[src/rtl/id_ex_stage_pkg.sv]
// Shared widths, instruction field offsets and control-bit indices for the
// ID->EX pipeline boundary.
package id_ex_stage_pkg;

  localparam int NB_DATA  = 32;
  localparam int NB_ADDR  = 5;
  localparam int NB_ALUOP = 4;

  localparam int NB_INSTR = 32;
  localparam int NB_IMM   = 16;
  localparam int NB_SHAMT = 5;

  localparam int RS_LSB    = 21;
  localparam int RT_LSB    = 16;
  localparam int RD_LSB    = 11;
  localparam int SHAMT_LSB = 6;
  localparam int IMM_LSB   = 0;

  localparam int NB_CTRL_WB  = 2;
  localparam int NB_CTRL_MEM = 2;

  localparam int CTRL_WB_REG_WRITE  = 1;
  localparam int CTRL_WB_MEM_TO_REG = 0;
  localparam int CTRL_MEM_READ      = 1;
  localparam int CTRL_MEM_WRITE     = 0;

endpackage

[src/rtl/id_ex_stage_hazard_detect.sv]
// Load-use hazard detection: the instruction in ID reads the register that the
// load currently in EX has not yet produced. A taken branch cancels it.
module hazard_detect #(
  parameter int NB_ADDR = 5
) (
  input  logic               i_flush,
  input  logic               i_valid,
  input  logic [NB_ADDR-1:0] i_id_rs,
  input  logic [NB_ADDR-1:0] i_id_rt,
  input  logic               i_uses_rt,
  input  logic               i_ex_valid,
  input  logic               i_ex_mem_read,
  input  logic [NB_ADDR-1:0] i_ex_rt,
  output logic               o_stall
);

  logic w_rt_live;
  logic w_match;

  // $0 is hardwired, so a load targeting it never creates a dependency
  assign w_rt_live = (i_ex_rt != '0);
  assign w_match   = (i_ex_rt == i_id_rs) | (i_uses_rt & (i_ex_rt == i_id_rt));
  assign o_stall   = ~i_flush & i_valid & i_ex_valid & i_ex_mem_read &
                     w_rt_live & w_match;

endmodule

[src/rtl/id_ex_stage.sv]
// ID->EX pipeline register of the 5-stage MIPS core, with load-use stall,
// branch flush and debug step enable.
module id_ex_stage #(
  parameter int NB_DATA  = id_ex_stage_pkg::NB_DATA,
  parameter int NB_ADDR  = id_ex_stage_pkg::NB_ADDR,
  parameter int NB_ALUOP = id_ex_stage_pkg::NB_ALUOP
) (
  input  logic                  clk,
  input  logic                  i_reset,
  input  logic                  i_enable,
  input  logic                  i_flush,
  input  logic                  i_valid,
  input  logic [NB_DATA-1:0]    i_data_rs,
  input  logic [NB_DATA-1:0]    i_data_rt,
  input  logic [31:0]           i_instr,
  input  logic [31:0]           i_pc_next,
  input  logic                  i_uses_rt,
  input  logic                  i_imm_zext,
  input  logic [1:0]            i_ctrl_wb,
  input  logic [1:0]            i_ctrl_mem,
  input  logic [3+NB_ALUOP-1:0] i_ctrl_ex,
  output logic                  o_stall,
  output logic                  o_valid,
  output logic [NB_DATA-1:0]    o_data_rs,
  output logic [NB_DATA-1:0]    o_data_rt,
  output logic [NB_DATA-1:0]    o_imm,
  output logic [NB_ADDR-1:0]    o_rs,
  output logic [NB_ADDR-1:0]    o_rt,
  output logic [NB_ADDR-1:0]    o_rd,
  output logic [4:0]            o_shamt,
  output logic [31:0]           o_pc_next,
  output logic [1:0]            o_ctrl_wb,
  output logic [1:0]            o_ctrl_mem,
  output logic [3+NB_ALUOP-1:0] o_ctrl_ex
);

  import id_ex_stage_pkg::*;

  localparam int NB_CTRL_EX = 3 + NB_ALUOP;

  logic                  r_valid;
  logic [NB_DATA-1:0]    r_data_rs;
  logic [NB_DATA-1:0]    r_data_rt;
  logic [NB_DATA-1:0]    r_imm;
  logic [NB_ADDR-1:0]    r_rs;
  logic [NB_ADDR-1:0]    r_rt;
  logic [NB_ADDR-1:0]    r_rd;
  logic [4:0]            r_shamt;
  logic [31:0]           r_pc_next;
  logic [1:0]            r_ctrl_wb;
  logic [1:0]            r_ctrl_mem;
  logic [NB_CTRL_EX-1:0] r_ctrl_ex;

  logic                  w_stall;
  logic                  w_load;
  logic [NB_IMM-1:0]     w_imm16;
  logic [NB_DATA-1:0]    w_imm_ext;
  logic [NB_ADDR-1:0]    w_id_rs;
  logic [NB_ADDR-1:0]    w_id_rt;
  logic                  w_unused_bits;

  assign w_id_rs = i_instr[RS_LSB +: NB_ADDR];
  assign w_id_rt = i_instr[RT_LSB +: NB_ADDR];
  assign w_imm16 = i_instr[IMM_LSB +: NB_IMM];
  assign w_imm_ext = i_imm_zext ? {{(NB_DATA-NB_IMM){1'b0}}, w_imm16}
                                : {{(NB_DATA-NB_IMM){w_imm16[NB_IMM-1]}}, w_imm16};

  // Opcode and funct are consumed by the decoder, not by this stage
  assign w_unused_bits = ^{i_instr[31:26], i_instr[5:0]};

  hazard_detect #(
    .NB_ADDR (NB_ADDR)
  ) u_hazard_detect (
    .i_flush       (i_flush),
    .i_valid       (i_valid),
    .i_id_rs       (w_id_rs),
    .i_id_rt       (w_id_rt),
    .i_uses_rt     (i_uses_rt),
    .i_ex_valid    (r_valid),
    .i_ex_mem_read (r_ctrl_mem[CTRL_MEM_READ]),
    .i_ex_rt       (r_rt),
    .o_stall       (w_stall)
  );

  // Flush, stall and an empty ID slot all collapse to a fully cleared bubble
  assign w_load = i_valid & ~i_flush & ~w_stall;

  always_ff @(posedge clk or posedge i_reset) begin
    if (i_reset) begin
      r_valid    <= 1'b0;
      r_data_rs  <= '0;
      r_data_rt  <= '0;
      r_imm      <= '0;
      r_rs       <= '0;
      r_rt       <= '0;
      r_rd       <= '0;
      r_shamt    <= '0;
      r_pc_next  <= '0;
      r_ctrl_wb  <= '0;
      r_ctrl_mem <= '0;
      r_ctrl_ex  <= '0;
    end else if (i_enable) begin
      if (w_load) begin
        r_valid    <= 1'b1;
        r_data_rs  <= i_data_rs;
        r_data_rt  <= i_data_rt;
        r_imm      <= w_imm_ext;
        r_rs       <= w_id_rs;
        r_rt       <= w_id_rt;
        r_rd       <= i_instr[RD_LSB +: NB_ADDR];
        r_shamt    <= i_instr[SHAMT_LSB +: NB_SHAMT];
        r_pc_next  <= i_pc_next;
        r_ctrl_wb  <= i_ctrl_wb;
        r_ctrl_mem <= i_ctrl_mem;
        r_ctrl_ex  <= i_ctrl_ex;
      end else begin
        r_valid    <= 1'b0;
        r_data_rs  <= '0;
        r_data_rt  <= '0;
        r_imm      <= '0;
        r_rs       <= '0;
        r_rt       <= '0;
        r_rd       <= '0;
        r_shamt    <= '0;
        r_pc_next  <= '0;
        r_ctrl_wb  <= '0;
        r_ctrl_mem <= '0;
        r_ctrl_ex  <= '0;
      end
    end
  end

  assign o_stall    = w_stall;
  assign o_valid    = r_valid;
  assign o_data_rs  = r_data_rs;
  assign o_data_rt  = r_data_rt;
  assign o_imm      = r_imm;
  assign o_rs       = r_rs;
  assign o_rt       = r_rt;
  assign o_rd       = r_rd;
  assign o_shamt    = r_shamt;
  assign o_pc_next  = r_pc_next;
  assign o_ctrl_wb  = r_ctrl_wb;
  assign o_ctrl_mem = r_ctrl_mem;
  assign o_ctrl_ex  = r_ctrl_ex;

endmodule

[config.mk]
export PLATFORM = sky130hd
export DESIGN_NAME = id_ex_stage
export DESIGN_NICKNAME = d
export VERILOG_FILES = /design/src/rtl/id_ex_stage_pkg.sv /design/src/rtl/id_ex_stage_hazard_detect.sv /design/src/rtl/id_ex_stage.sv
export SDC_FILE = /design/constraint.sdc
export NUM_CORES = 1
export LEC_CHECK = 0
export CAP_MARGIN = 0
export CELL_PAD_IN_SITES_DETAIL_PLACEMENT = 0
export CELL_PAD_IN_SITES_GLOBAL_PLACEMENT = 1
export CORE_AREA = 10 10 158 160
export DETAILED_ROUTE_END_ITERATION = 10
export DIE_AREA = 0 0 168 170
export GPL_TIMING_DRIVEN = 0
export PLACE_DENSITY = 0.81
export SLEW_MARGIN = 20
export SYNTH_ARGS = -nofsm -noshare
export SYNTH_HDL_FRONTEND = slang
export SYNTH_SLANG_ARGS = --single-unit
[constraint.sdc]
create_clock -name clk -period 5.1 [get_ports clk]
set_clock_uncertainty 0.2 [all_clocks]
set_input_delay 1.02 -clock clk [delete_from_list [all_inputs] [get_ports clk]]
set_output_delay 1.02 -clock clk [all_outputs]
set_load 0.02 [all_outputs]
==> impl_metrics.py <==
metrics = {
    "status": {
        "status": "completed",
    },
    "drt": {
        "first_iter_violations": 495,
        "routed_wl_um": 26400,
        "drt_pass1_iterations": 5,
        "routed_via_density": 5.24,
        "antenna_left": 0,
        "via_count": 6675,
        "routedWlPerCell_um": 20.7,
        "remaining_drc_errors": 0,
    },
    "sta": {
        "setup_viol": 0,
        "slew_headroom_pct": 50.0,
        "fin_crit_ns": 4.65,
        "finalHoldWorstSlack_ns": 0.286,
        "rsz0062_at_grt": "no",
        "tightest_slew_ns": 0.750,
        "timing.final.max_slew_violations": 0,
        "setup-tns-final_ns": 0,
        "finalCritPeriodShare_pct": 91.2,
        "fin_ws_ns": 0.451,
        "fmax_mhz": 215,
        "hold_viol": 0,
    },
    "final_layout": {
        "filler_cell_count": 2068,
        "multi_input_area_mm2": 0.00253,
        "final_common_cell": "clkdlybuf4s50_1",
        "area_growth_pct": 62.6,
        "final-seq-area_mm2": 0.00338,
        "postLayoutCellArea_mm2": 0.0105,
        "layout_common_cells": "clkdlybuf4s50_1, nand2_1, dfrtp_1",
        "postLayoutCoreUtil_pct": 48.2,
        "drive_gt1_share_pct": 7.65,
        "final_net_count": 1127,
    },
    "synth": {
        "synthMuxAreaShare_pct": 0,
        "synth-simple-area-share_pct": 8.67,
        "synth_top_area_share_pct": 52.5,
        "synth_compound_area_share_pct": 29.2,
        "yosys_warnings": 0,
        "ys_ff_latch": 135,
        "seq_area_frac_synth_pct": 52.5,
        "syn_nets": 808,
        "synth_top_family_by_area": "compound AO/OA/AOI/OAI gates",
        "ys_types": 21,
        "yosysTopAreaCell": "dfrtp_1",
        "synth_area_leaders": "dfrtp_1, a32oi_1, o21ai_0, nand2_1, buf_4",
        "syn_area_mm2": 0.00643,
        "avgSynthCellArea_um2": 9.72,
        "synth-xor-area-share_pct": 1.36,
        "syn-instance-count": 662,
        "synth_adder_area_share_pct": 0,
    },
    "critical_path": {
        "path_class": "input pin to output port",
        "arrival_ns": 3.43,
        "cp-end-kind": "output port",
        "start_kind": "input pin",
        "crit_fanout": 19,
        "critical_path_required_ns": 3.88,
    },
    "clock_tree": {
        "clk_pin_slew_ns": 0.06,
        "cts.sinks": 135,
        "cts_buffers": 17,
        "clk_latency_ns": 0.42,
        "clock-root-buffer": "clkbuf_16",
        "cts_buffer_depth": 2,
        "tritoncts": "yes",
        "h-tree-depth": 4,
    },
    "power_and_ir_drop": {
        "leakage_nw": 3.99,
        "irDropWorstVdd_mv": 0.211,
        "cellPowerDensity_mw_per_mm2": 327,
    },
    "floorplan": {
        "start_util_pct": 29.7,
        "die_area_mm2": 0.0286,
        "die_w_um": 168,
        "ioPinCount": 307,
        "core_area_mm2": 0.0217,
        "fp-row-count": 54,
        "die_h_um": 170,
    },
    "global_routing": {
        "grt_pass1_wl_um": 41700,
        "grt-ovfl-total": 0,
        "grt_pass1_vias": 6849,
        "antenna_found_initial": 1,
        "grt_usage_pct": 18.0,
        "grt_max_degree": 85,
    },
    "place": {
        "portBuffers": 300,
        "place.gp.congestion": 0.774,
        "dp_hpwl_um": 19500,
        "place_ws_ns": -0.0891,
        "place_area_mm2": 0.00982,
    },
    "worst_hold_path": {
        "hold_path_class": "register to register",
    },
    "flow_run": {
        "drv_cap": 0,
    },
}
-- sequential cells by signal, summed over array words and instances (netlist names) --
register and flops:
o_rs 5, o_imm 17, o_data_rt 32, o_ctrl_wb 2, o_data_rs 32, o_ctrl_mem 2, o_rt 5, o_ctrl_ex 7
o_valid 1, o_pc_next 32
-- routing by layer --
layer	vias up	GRT usage [%]	part of all wire, %
li1	3110	-	-
met1	3284	22.4	41
met2	264	28.8	48
met3	17	7.33	9.7
met4	0	4.05	1.1
met5	-	0	0
-- logic make-up after synthesis --
logic type                after synthesis
AOI/OAI and AO/OA                     272
and+or+nand+nor                       144
DFF                                   135
buffers and inverters                 101
xor gates and xnor gates               10
-- metrics by stage --
step	cells	power (mW)
after floorplan	662	1.61
after global placement	1242	2.08
after detailed placement	1243	2.09
after CTS	1274	3.46
after global routing	1274	3.58
final	1274	3.43
-- cell type report --
class	count	share of cell area [%]
antenna	1	0.0239
buffer	98	4.97
clock buffer	19	4.14
clock inverter	12	1.94
inverter	2	0.143
multi-input combinational	426	24.2
sequential	135	32.3
tap	280	3.35
timing repair buffer	301	29.0
-- synth_stat cells (all sizes together) --
library cell and number:
nand2 137, dfrtp 135, o21ai 135, a32oi 134
clkbuf 53, buf 46, xnor2 10, nor2b 3
inv 2, a22oi 1, and2 1, nand3 1
nand4 1, o2111ai 1, o22ai 1, or4 1
-- power by group --
group	switching [mW]	total, mW	internal [mW]
sequential	0.0694	1.25	1.18
clock	0.496	1.36	0.867
combinational	0.419	0.817	0.398
total	0.984	3.43	2.44
-- final timing paths --
path	endpoint	depth (start not counted)	start	slack, ns
min reg2reg	o_imm[3]	2	o_imm[3]	0.29
min	o_imm[3]	2	o_imm[3]	0.29
max in group asynchronous	o_data_rs[28]	3	i_reset	3.07
min in group asynchronous	o_data_rs[7]	2	i_reset	0.81
max	o_stall	6	i_instr[20]	0.45
max reg2reg	o_imm[3]	5	o_rt[4]	2.63
-- repair_timing --
item | 4_1_cts | 5_1_grt
setup buffers | 0 | 0
resized for setup | 1 | 0
hold buffers | 0 | 0
endpoints found under the setup margin | 1 | 1
-- worst max-delay path, cell delays in order --
cell and delay, ns:
clkdlybuf4s50_1 0.58, xnor2_1 0.17, nand4_1 0.19, o22ai_4 0.60, nor2b_1 0.22, clkdlybuf4s50_1 0.64
Power figures use the tool's default switching activity.
